$ cat src/rtl/decode_stage_pipe_if.sv
// Purpose: ID-side request and ID/EX-side result signals of decode_stage_pipe.
// Ports:   master = upstream/downstream environment (drives id_*, ex_ready),
//          slave  = the decode stage (drives id_ready and the ex_* payload).
interface decode_stage_pipe_if #(
  parameter int WIDTH    = 32,
  parameter int NUM_REGS = 32
);
  localparam int RW = $clog2(NUM_REGS);

  // IF/ID -> decode
  logic             id_valid;
  logic             id_ready;
  logic [WIDTH-1:0] id_pc;
  logic [31:0]      id_instr;

  // ID/EX -> execute
  logic             ex_ready;
  logic             ex_valid;
  logic [WIDTH-1:0] ex_pc;
  logic [WIDTH-1:0] ex_reg_data1;
  logic [WIDTH-1:0] ex_reg_data2;
  logic [WIDTH-1:0] ex_imm;
  logic [RW-1:0]    ex_rs1;
  logic [RW-1:0]    ex_rs2;
  logic [RW-1:0]    ex_rd;
  logic [2:0]       ex_funct3;
  logic [6:0]       ex_funct7;
  logic [6:0]       ex_opcode;

  modport master (
    output id_valid, id_pc, id_instr, ex_ready,
    input  id_ready, ex_valid, ex_pc, ex_reg_data1, ex_reg_data2, ex_imm,
           ex_rs1, ex_rs2, ex_rd, ex_funct3, ex_funct7, ex_opcode
  );

  modport slave (
    input  id_valid, id_pc, id_instr, ex_ready,
    output id_ready, ex_valid, ex_pc, ex_reg_data1, ex_reg_data2, ex_imm,
           ex_rs1, ex_rs2, ex_rd, ex_funct3, ex_funct7, ex_opcode
  );
endinterface

$ cat src/rtl/decode_stage_pipe.sv
// Purpose: RV32I decode + register file + ID/EX register, load-use bubble, flush.
// Latency: 1 cycle from id_valid && id_ready to ex_valid.
// Backpressure: ID/EX holds while ex_valid && !ex_ready; id_ready drops then and on load-use hazards.
// Ports: clk, rst (async, active-low), flush, wb_en/wb_rd/wb_data (write-back),
//        stall_cnt (saturating bubble count), bus (decode_stage_pipe_if.slave).
// Option: DECODE_WB_BYPASS_EN makes same-cycle write-back visible on the read ports.
module decode_stage_pipe #(
  parameter int WIDTH    = 32,
  parameter int NUM_REGS = 32,
  parameter int CNT_W    = 16,
  localparam int RW      = $clog2(NUM_REGS)
) (
  input  logic             clk,
  input  logic             rst,
  input  logic             flush,
  input  logic             wb_en,
  input  logic [RW-1:0]    wb_rd,
  input  logic [WIDTH-1:0] wb_data,
  output logic [CNT_W-1:0] stall_cnt,
  decode_stage_pipe_if.slave bus
);
  localparam logic [6:0] OP_LOAD   = 7'b0000011;
  localparam logic [6:0] OP_IMM    = 7'b0010011;
  localparam logic [6:0] OP_JALR   = 7'b1100111;
  localparam logic [6:0] OP_STORE  = 7'b0100011;
  localparam logic [6:0] OP_BRANCH = 7'b1100011;
  localparam logic [6:0] OP_LUI    = 7'b0110111;
  localparam logic [6:0] OP_AUIPC  = 7'b0010111;
  localparam logic [6:0] OP_JAL    = 7'b1101111;
  localparam logic [6:0] OP_REG    = 7'b0110011;

  typedef struct packed {
    logic             valid;
    logic [WIDTH-1:0] pc;
    logic [WIDTH-1:0] rd1;
    logic [WIDTH-1:0] rd2;
    logic [WIDTH-1:0] imm;
    logic [RW-1:0]    rs1;
    logic [RW-1:0]    rs2;
    logic [RW-1:0]    rd;
    logic [2:0]       funct3;
    logic [6:0]       funct7;
    logic [6:0]       opcode;
  } ex_t;

  ex_t              ex_q, ex_d;
  logic [CNT_W-1:0] stall_cnt_q, stall_cnt_d;
  logic [WIDTH-1:0] regs_q [NUM_REGS];
  logic [WIDTH-1:0] regs_d [NUM_REGS];

  // Field extraction
  logic [31:0]      instr;
  logic [6:0]       opcode;
  logic [4:0]       rs1_f, rs2_f, rd_f;
  logic [RW-1:0]    rs1, rs2, rd;
  logic [31:0]      imm32;
  logic [WIDTH-1:0] imm;
  logic [WIDTH-1:0] rdata1, rdata2;
  logic             uses_rs1, uses_rs2, adv, hazard;

  assign instr  = bus.id_instr;
  assign opcode = instr[6:0];
  assign rd_f   = instr[11:7];
  assign rs1_f  = instr[19:15];
  assign rs2_f  = instr[24:20];
  // Smaller register files only look at the low index bits.
  assign rs1    = rs1_f[RW-1:0];
  assign rs2    = rs2_f[RW-1:0];
  assign rd     = rd_f[RW-1:0];

  always_comb begin
    imm32 = '0;
    case (opcode)
      OP_LOAD, OP_IMM, OP_JALR: imm32 = {{20{instr[31]}}, instr[31:20]};
      OP_STORE:                 imm32 = {{20{instr[31]}}, instr[31:25], instr[11:7]};
      OP_BRANCH:                imm32 = {{19{instr[31]}}, instr[31], instr[7], instr[30:25], instr[11:8], 1'b0};
      OP_LUI, OP_AUIPC:         imm32 = {instr[31:12], 12'b0};
      OP_JAL:                   imm32 = {{11{instr[31]}}, instr[31], instr[19:12], instr[20], instr[30:21], 1'b0};
      default:                  imm32 = '0;
    endcase
  end
  // Signed size cast sign-extends the 32-bit immediate to WIDTH.
  assign imm = WIDTH'($signed(imm32));

  assign uses_rs1 = !(opcode == OP_LUI || opcode == OP_AUIPC || opcode == OP_JAL);
  assign uses_rs2 = (opcode == OP_REG || opcode == OP_STORE || opcode == OP_BRANCH);

  // Register file read ports
  always_comb begin
`ifdef DECODE_WB_BYPASS_EN
    rdata1 = (wb_en && wb_rd != '0 && wb_rd == rs1) ? wb_data : regs_q[rs1];
    rdata2 = (wb_en && wb_rd != '0 && wb_rd == rs2) ? wb_data : regs_q[rs2];
`else
    rdata1 = regs_q[rs1];
    rdata2 = regs_q[rs2];
`endif
    if (rs1 == '0) rdata1 = '0;
    if (rs2 == '0) rdata2 = '0;
  end

  // Register file write port; x0 is never written.
  always_comb begin
    regs_d = regs_q;
    if (wb_en && wb_rd != '0) regs_d[wb_rd] = wb_data;
  end

  // A load in ID/EX whose destination feeds the instruction in ID forces one bubble.
  assign adv    = !ex_q.valid || bus.ex_ready;
  assign hazard = ex_q.valid && ex_q.opcode == OP_LOAD && ex_q.rd != '0 &&
                  ((uses_rs1 && rs1 == ex_q.rd) || (uses_rs2 && rs2 == ex_q.rd));

  assign bus.id_ready = flush || (adv && !hazard);

  always_comb begin
    ex_d        = ex_q;
    stall_cnt_d = stall_cnt_q;
    if (flush) begin
      ex_d.valid = 1'b0;
    end else if (adv && hazard && bus.id_valid) begin
      ex_d.valid = 1'b0;
      if (stall_cnt_q != '1) stall_cnt_d = stall_cnt_q + CNT_W'(1);
    end else if (adv) begin
      ex_d.valid  = bus.id_valid;
      ex_d.pc     = bus.id_pc;
      ex_d.rd1    = rdata1;
      ex_d.rd2    = rdata2;
      ex_d.imm    = imm;
      ex_d.rs1    = rs1;
      ex_d.rs2    = rs2;
      ex_d.rd     = rd;
      ex_d.funct3 = instr[14:12];
      ex_d.funct7 = instr[31:25];
      ex_d.opcode = opcode;
    end
  end

  always_ff @(posedge clk or negedge rst) begin
    if (!rst) begin
      ex_q        <= '0;
      stall_cnt_q <= '0;
      for (int i = 0; i < NUM_REGS; i++) regs_q[i] <= '0;
    end else begin
      ex_q        <= ex_d;
      stall_cnt_q <= stall_cnt_d;
      regs_q      <= regs_d;
    end
  end

  assign bus.ex_valid     = ex_q.valid;
  assign bus.ex_pc        = ex_q.pc;
  assign bus.ex_reg_data1 = ex_q.rd1;
  assign bus.ex_reg_data2 = ex_q.rd2;
  assign bus.ex_imm       = ex_q.imm;
  assign bus.ex_rs1       = ex_q.rs1;
  assign bus.ex_rs2       = ex_q.rs2;
  assign bus.ex_rd        = ex_q.rd;
  assign bus.ex_funct3    = ex_q.funct3;
  assign bus.ex_funct7    = ex_q.funct7;
  assign bus.ex_opcode    = ex_q.opcode;
  assign stall_cnt        = stall_cnt_q;
endmodule

$ cat src/flat_wrapper.sv
// flat-port wrapper written by rule: the top's interface ports become plain ports
module decode_stage_pipe_flat 
#(
  parameter int WIDTH    = 32,
  parameter int NUM_REGS = 32,
  parameter int CNT_W    = 16,
  localparam int RW      = $clog2(NUM_REGS)
)
  (clk, rst, flush, wb_en, wb_rd, wb_data, stall_cnt, bus_id_valid, bus_id_pc, bus_id_instr, bus_ex_ready, bus_id_ready, bus_ex_valid, bus_ex_pc, bus_ex_reg_data1, bus_ex_reg_data2, bus_ex_imm, bus_ex_rs1, bus_ex_rs2, bus_ex_rd, bus_ex_funct3, bus_ex_funct7, bus_ex_opcode);
  decode_stage_pipe_if #(.WIDTH(WIDTH), .NUM_REGS(NUM_REGS)) bus_i ();
  input  logic clk;
  input  logic rst;
  input  logic flush;
  input  logic wb_en;
  input  logic [RW-1:0] wb_rd;
  input  logic [WIDTH-1:0] wb_data;
  output logic [CNT_W-1:0] stall_cnt;
  input wire logic [$bits(bus_i.id_valid)-1:0] bus_id_valid;
  input wire logic [$bits(bus_i.id_pc)-1:0] bus_id_pc;
  input wire logic [$bits(bus_i.id_instr)-1:0] bus_id_instr;
  input wire logic [$bits(bus_i.ex_ready)-1:0] bus_ex_ready;
  output wire logic [$bits(bus_i.id_ready)-1:0] bus_id_ready;
  output wire logic [$bits(bus_i.ex_valid)-1:0] bus_ex_valid;
  output wire logic [$bits(bus_i.ex_pc)-1:0] bus_ex_pc;
  output wire logic [$bits(bus_i.ex_reg_data1)-1:0] bus_ex_reg_data1;
  output wire logic [$bits(bus_i.ex_reg_data2)-1:0] bus_ex_reg_data2;
  output wire logic [$bits(bus_i.ex_imm)-1:0] bus_ex_imm;
  output wire logic [$bits(bus_i.ex_rs1)-1:0] bus_ex_rs1;
  output wire logic [$bits(bus_i.ex_rs2)-1:0] bus_ex_rs2;
  output wire logic [$bits(bus_i.ex_rd)-1:0] bus_ex_rd;
  output wire logic [$bits(bus_i.ex_funct3)-1:0] bus_ex_funct3;
  output wire logic [$bits(bus_i.ex_funct7)-1:0] bus_ex_funct7;
  output wire logic [$bits(bus_i.ex_opcode)-1:0] bus_ex_opcode;
  assign bus_i.id_valid = bus_id_valid;
  assign bus_i.id_pc = bus_id_pc;
  assign bus_i.id_instr = bus_id_instr;
  assign bus_i.ex_ready = bus_ex_ready;
  assign bus_id_ready = bus_i.id_ready;
  assign bus_ex_valid = bus_i.ex_valid;
  assign bus_ex_pc = bus_i.ex_pc;
  assign bus_ex_reg_data1 = bus_i.ex_reg_data1;
  assign bus_ex_reg_data2 = bus_i.ex_reg_data2;
  assign bus_ex_imm = bus_i.ex_imm;
  assign bus_ex_rs1 = bus_i.ex_rs1;
  assign bus_ex_rs2 = bus_i.ex_rs2;
  assign bus_ex_rd = bus_i.ex_rd;
  assign bus_ex_funct3 = bus_i.ex_funct3;
  assign bus_ex_funct7 = bus_i.ex_funct7;
  assign bus_ex_opcode = bus_i.ex_opcode;
  decode_stage_pipe #(.WIDTH(WIDTH), .NUM_REGS(NUM_REGS), .CNT_W(CNT_W)) u_core (.clk(clk), .rst(rst), .flush(flush), .wb_en(wb_en), .wb_rd(wb_rd), .wb_data(wb_data), .stall_cnt(stall_cnt), .bus(bus_i));
endmodule
$ cat config.mk
export PLATFORM = sky130hd
export DESIGN_NAME = decode_stage_pipe_flat
export DESIGN_NICKNAME = d
export VERILOG_FILES = /design/src/rtl/decode_stage_pipe_if.sv /design/src/rtl/decode_stage_pipe.sv /design/src/flat_wrapper.sv
export SDC_FILE = /design/constraint.sdc
export NUM_CORES = 2
export LEC_CHECK = 0
export ABC_AREA = 0
export BUFFER_PORTS_ARGS = -buffer_cell sky130_fd_sc_hd__buf_4
export CORE_MARGIN = 2
export CORE_UTILIZATION = 25
export DETAILED_ROUTE_END_ITERATION = 8
export HOLD_SLACK_MARGIN = 0.1
export MAX_ROUTING_LAYER = met4
export PLACE_DENSITY_LB_ADDON = 0.3
export SYNTH_ARGS = -nofsm -noshare
export SYNTH_HDL_FRONTEND = slang
export SYNTH_SLANG_ARGS = --single-unit
$ cat constraint.sdc
create_clock -name clk -period 3 [get_ports clk]
set_clock_uncertainty 0.05 [all_clocks]
set_input_delay 0.3 -clock clk [delete_from_list [all_inputs] [get_ports clk]]
set_output_delay 0.3 -clock clk [all_outputs]
set_load 0.02 [all_outputs]
==> key figures <==
Layout
  • Storage cell area: 30100 sq um
  • Commonest non-fill, non-tap cells in the layout: dfrtp_1, mux2_2, mux4_2
  • Fillers: roughly 24000
  • Nets: between 4000 and 5000
  • Most common cell after layout, fill and taps aside: dfrtp_1
  • Non-filler cells, final: around 7600
  • Area of the multi-input gates: 29700 sq um
  • Layout cell share with drive strength beyond 1: between 50 and 60%
  • Area growth syn-to-layout: 20.1%

GRT
  • Initial antenna violation count: 15
  • Total gr overflow: 0
  • GRT Total Usage: between 15 and 20%
  • First-pass GRT wire length: 308 mm
  • Largest net degree at the start of global routing: approximately 110
  • Vias in the first global route: ~41000

Outcome
  • Status: finished clean

Drt
  • Routed WL: between 200 and 250 mm
  • Routed Antenna Nets: 0
  • DR vias/cell: ~5.2
  • Pre-antenna DRT Iters: 6
  • DRT iter0 DRCs: 3088
  • DR WL/cell: ~28 um
  • Routed via count: ~39000
  • DRC: 0

Placed design
  • Cells after DPL: roughly 7300
  • IO Port Bufs: between 200 and 300
  • HPWL Detailed: roughly 130 mm
  • Final GP Congestion: ~0.8

CTS
  • Root buf cell: clkbuf_16
  • CTS max path bufs: 3
  • Worst-Skew Late Latency: around 0.78 ns
  • Post-CTS setup buffers: 0
  • CTS clk-pin slew, worst paths: approximately 0.060 ns
  • Clock sinks: 1201
  • H-tree Lvls: 4
  • CTS tree: done
  • Total CTS buffers: between 100 and 150

Synthesis
  • Most used DFF post-synth: dfrtp_1
  • Mapped Cells: 4030
  • Post-synth top area cell: dfrtp_1
  • Post-Syn Nets: 4138
  • Sequential fraction of the synthesis area: 49.0%
  • Ys async rst share: between 90% and 100%
  • Yosys cell types: slightly below 60
  • Top-area cell type share of the netlist area: about half
  • Syn Std Cell Area: 61400 sq um
  • Number of synthesis warnings: 0
  • Post-synth EDFFs: 0
  • Syn_area_per_cell: 15.2 sq um
  • Synth area leaders: dfrtp_1, mux2_2, mux4_2
  • Synthesized flop and latch total: 1201

Floorplanning
  • Die ar.: about 250000 sq um
  • Die width: between 400 and 500 um
  • Core area: approximately 240000 sq um
  • I/O pins: 285
  • Initial Utilization: between 20% and 30%
  • Die height: 500 um
  • Core Rows: ~180

Timing
  • RSZ-0062 raised after global routing: no
  • Final min period: 2.81 ns
  • Slew margin rel.: 12.6%
  • Part of the cycle the worst path needs: about 94%
  • Endpoints failing hold: 0
  • Setup violations, final: 0
  • Setup TNS: 0 ns
  • Max Transition Viols Final: 0
  • Worst-Margin Slew: between 1 and 1.5 ns
  • FMAX: approximately 360 MHz

Worst setup path
  • Most Frequent Cell on Critical Path: nand2_1
  • Crit path largest cell delay: 0.47 ns
  • Critical path's slowest cell: dfrtp_1
  • Crit path DAT: 2.46 ns
  • Worst path required time: ~2.7 ns
  • Crit Path Category: reg -> out
  • Critical path cell sequence: xnor2_1 -> nand2_1 -> nor4b_4 -> o21ai_0 -> nand2_1 -> nand2_1 -> buf_4
  • Crit start category: flop
  • Worst-path fanout max: 5
  • CP Capture Type: output pin

Power and ir drop
  • Max rail drop VDD: between 500 and 600 uV
  • Leak: 31.9 nW
  • Pwr dens: about 640 nW/um^2

Hold path
  • Worst hold path type: in -> reg

Run
  • Max-cap check violation count: 0
[synthesized netlist by cell type, drive strengths merged, types with 2 or more instances]
| library cell | number |
|---|---|
| dfrtp | 1201 |
| mux2 | 1107 |
| mux4 | 473 |
| mux2i | 284 |
| clkbuf | 246 |
| buf | 190 |
| a22oi | 80 |
| nand2 | 52 |
| o22ai | 41 |
| o2bb2ai | 32 |
| nor3 | 31 |
| a32o | 30 |
| inv | 29 |
| a21oi | 26 |
| nor2 | 26 |
| a221o | 21 |
| o21ai | 20 |
| nand3 | 18 |
| xor2 | 15 |
| a211oi | 13 |
| o211ai | 10 |
| xnor2 | 10 |
| nor4 | 8 |
| and2 | 6 |
| nor2b | 6 |
| nand4 | 5 |
| or2 | 5 |
| a22o | 4 |
| and3 | 4 |
| nand2b | 4 |
| nand3b | 4 |
| nor3b | 4 |
| or3b | 3 |
| a2111oi | 2 |
| a31oi | 2 |
| and4b | 2 |
| nor4b | 2 |
| o21a | 2 |
[kinds of logic after synthesis]
logic type / Yosys count / synth area share, %
mux: 1864 / 42.3
flops: 1201 / 49.0
buf+inv: 465 / 3.14
compound gates: 292 / 3.67
simple gates: 182 / 1.52
xor+xnor: 25 / 0.357
fa+ha+maj: 1 / 0.0204
[cell type report]
class,count,share of cell area (%)
timing repair buffer,565,7.65
tap,3202,5.43
sequential,1201,40.8
antenna,8,0.0271
multi-input combinational,2364,40.3
clock buffer,197,5.23
clock inverter,33,0.502
inverter,29,0.148
[repair_timing]
item                                    4_1_cts  5_1_grt
endpoints found under the hold margin      2159        0
endpoints found under the setup margin        0        1
hold buffers                                 98        0
resized for setup                             0        1
[critical path: cells and delay by family (launching register included)]
kind,cells,cell delay [ns]
flip-flops,1,0.47
AND/OR/NAND/NOR,4,0.67
XOR/XNOR,1,0.23
buffers and inverters,1,0.17
AO/OA/AOI/OAI,1,0.15
[per-stage QoR]
stage	hold WS [ns]	utilization [%]	cell area (sq um)	setup slack [ns]	power, mW
after floorplan	-0.0456	-	61400	0.756	27.6
after global placement	0.165	28.1	68500	0.158	31.0
after detailed placement	0.179	28.1	68500	0.201	31.3
after CTS	0.109	30.3	73700	0.0954	47.9
after global routing	0.170	30.3	73700	0.0885	49.6
final	0.136	30.3	73700	0.192	47.5
[power by group]
group          switching [mW]  internal (mW)
registers                2.31           19.1
clock network            6.91           9.47
logic                    4.00           5.71
total                    13.2           34.3
[sequential cells by signal (all words and copies together), names as in the netlist]
name                     count
u_core.bus.ex_imm           32
u_core.bus.ex_rs2            5
u_core.bus.ex_reg_data2     32
u_core.bus.ex_pc            32
u_core.bus.ex_rs1            5
u_core.regs_q             1024
u_core.bus.ex_funct3         3
u_core.stall_cnt            16
u_core.bus.ex_funct7         7
u_core.bus.ex_rd             5
u_core.bus.ex_opcode         7
u_core.bus.ex_valid          1
u_core.bus.ex_reg_data1     32
[routing by layer]
| metal | wire [um] | up-vias | track usage (%) |
|---|---|---|---|
| met5 | 0 | - | - |
| met4 | 5510 | 0 | 4.74 |
| met3 | 13200 | 318 | 3.27 |
| met2 | 98800 | 1344 | 26.7 |
| met1 | 95700 | 21514 | 23.4 |
| li1 | - | 16054 | - |
[path summary, 6_finish.rpt]
check	startpoint	end	slack (ns)	cells after the start
max in group asynchronous	rst	u_core.regs_q[341]	1.96	4
min	bus_id_instr[17]	u_core.bus.ex_imm[17]	0.14	4
min in group asynchronous	rst	u_core.bus.ex_imm[2]	0.21	3
max	u_core.bus.ex_rd[1]	bus_id_ready	0.19	7
max reg2reg	u_core.bus.ex_rd[1]	u_core.bus.ex_pc[17]	0.56	7
min reg2reg	u_core.regs_q[1005]	u_core.regs_q[1005]	0.33	0
No activity file was read; power rests on OpenSTA's default activity.
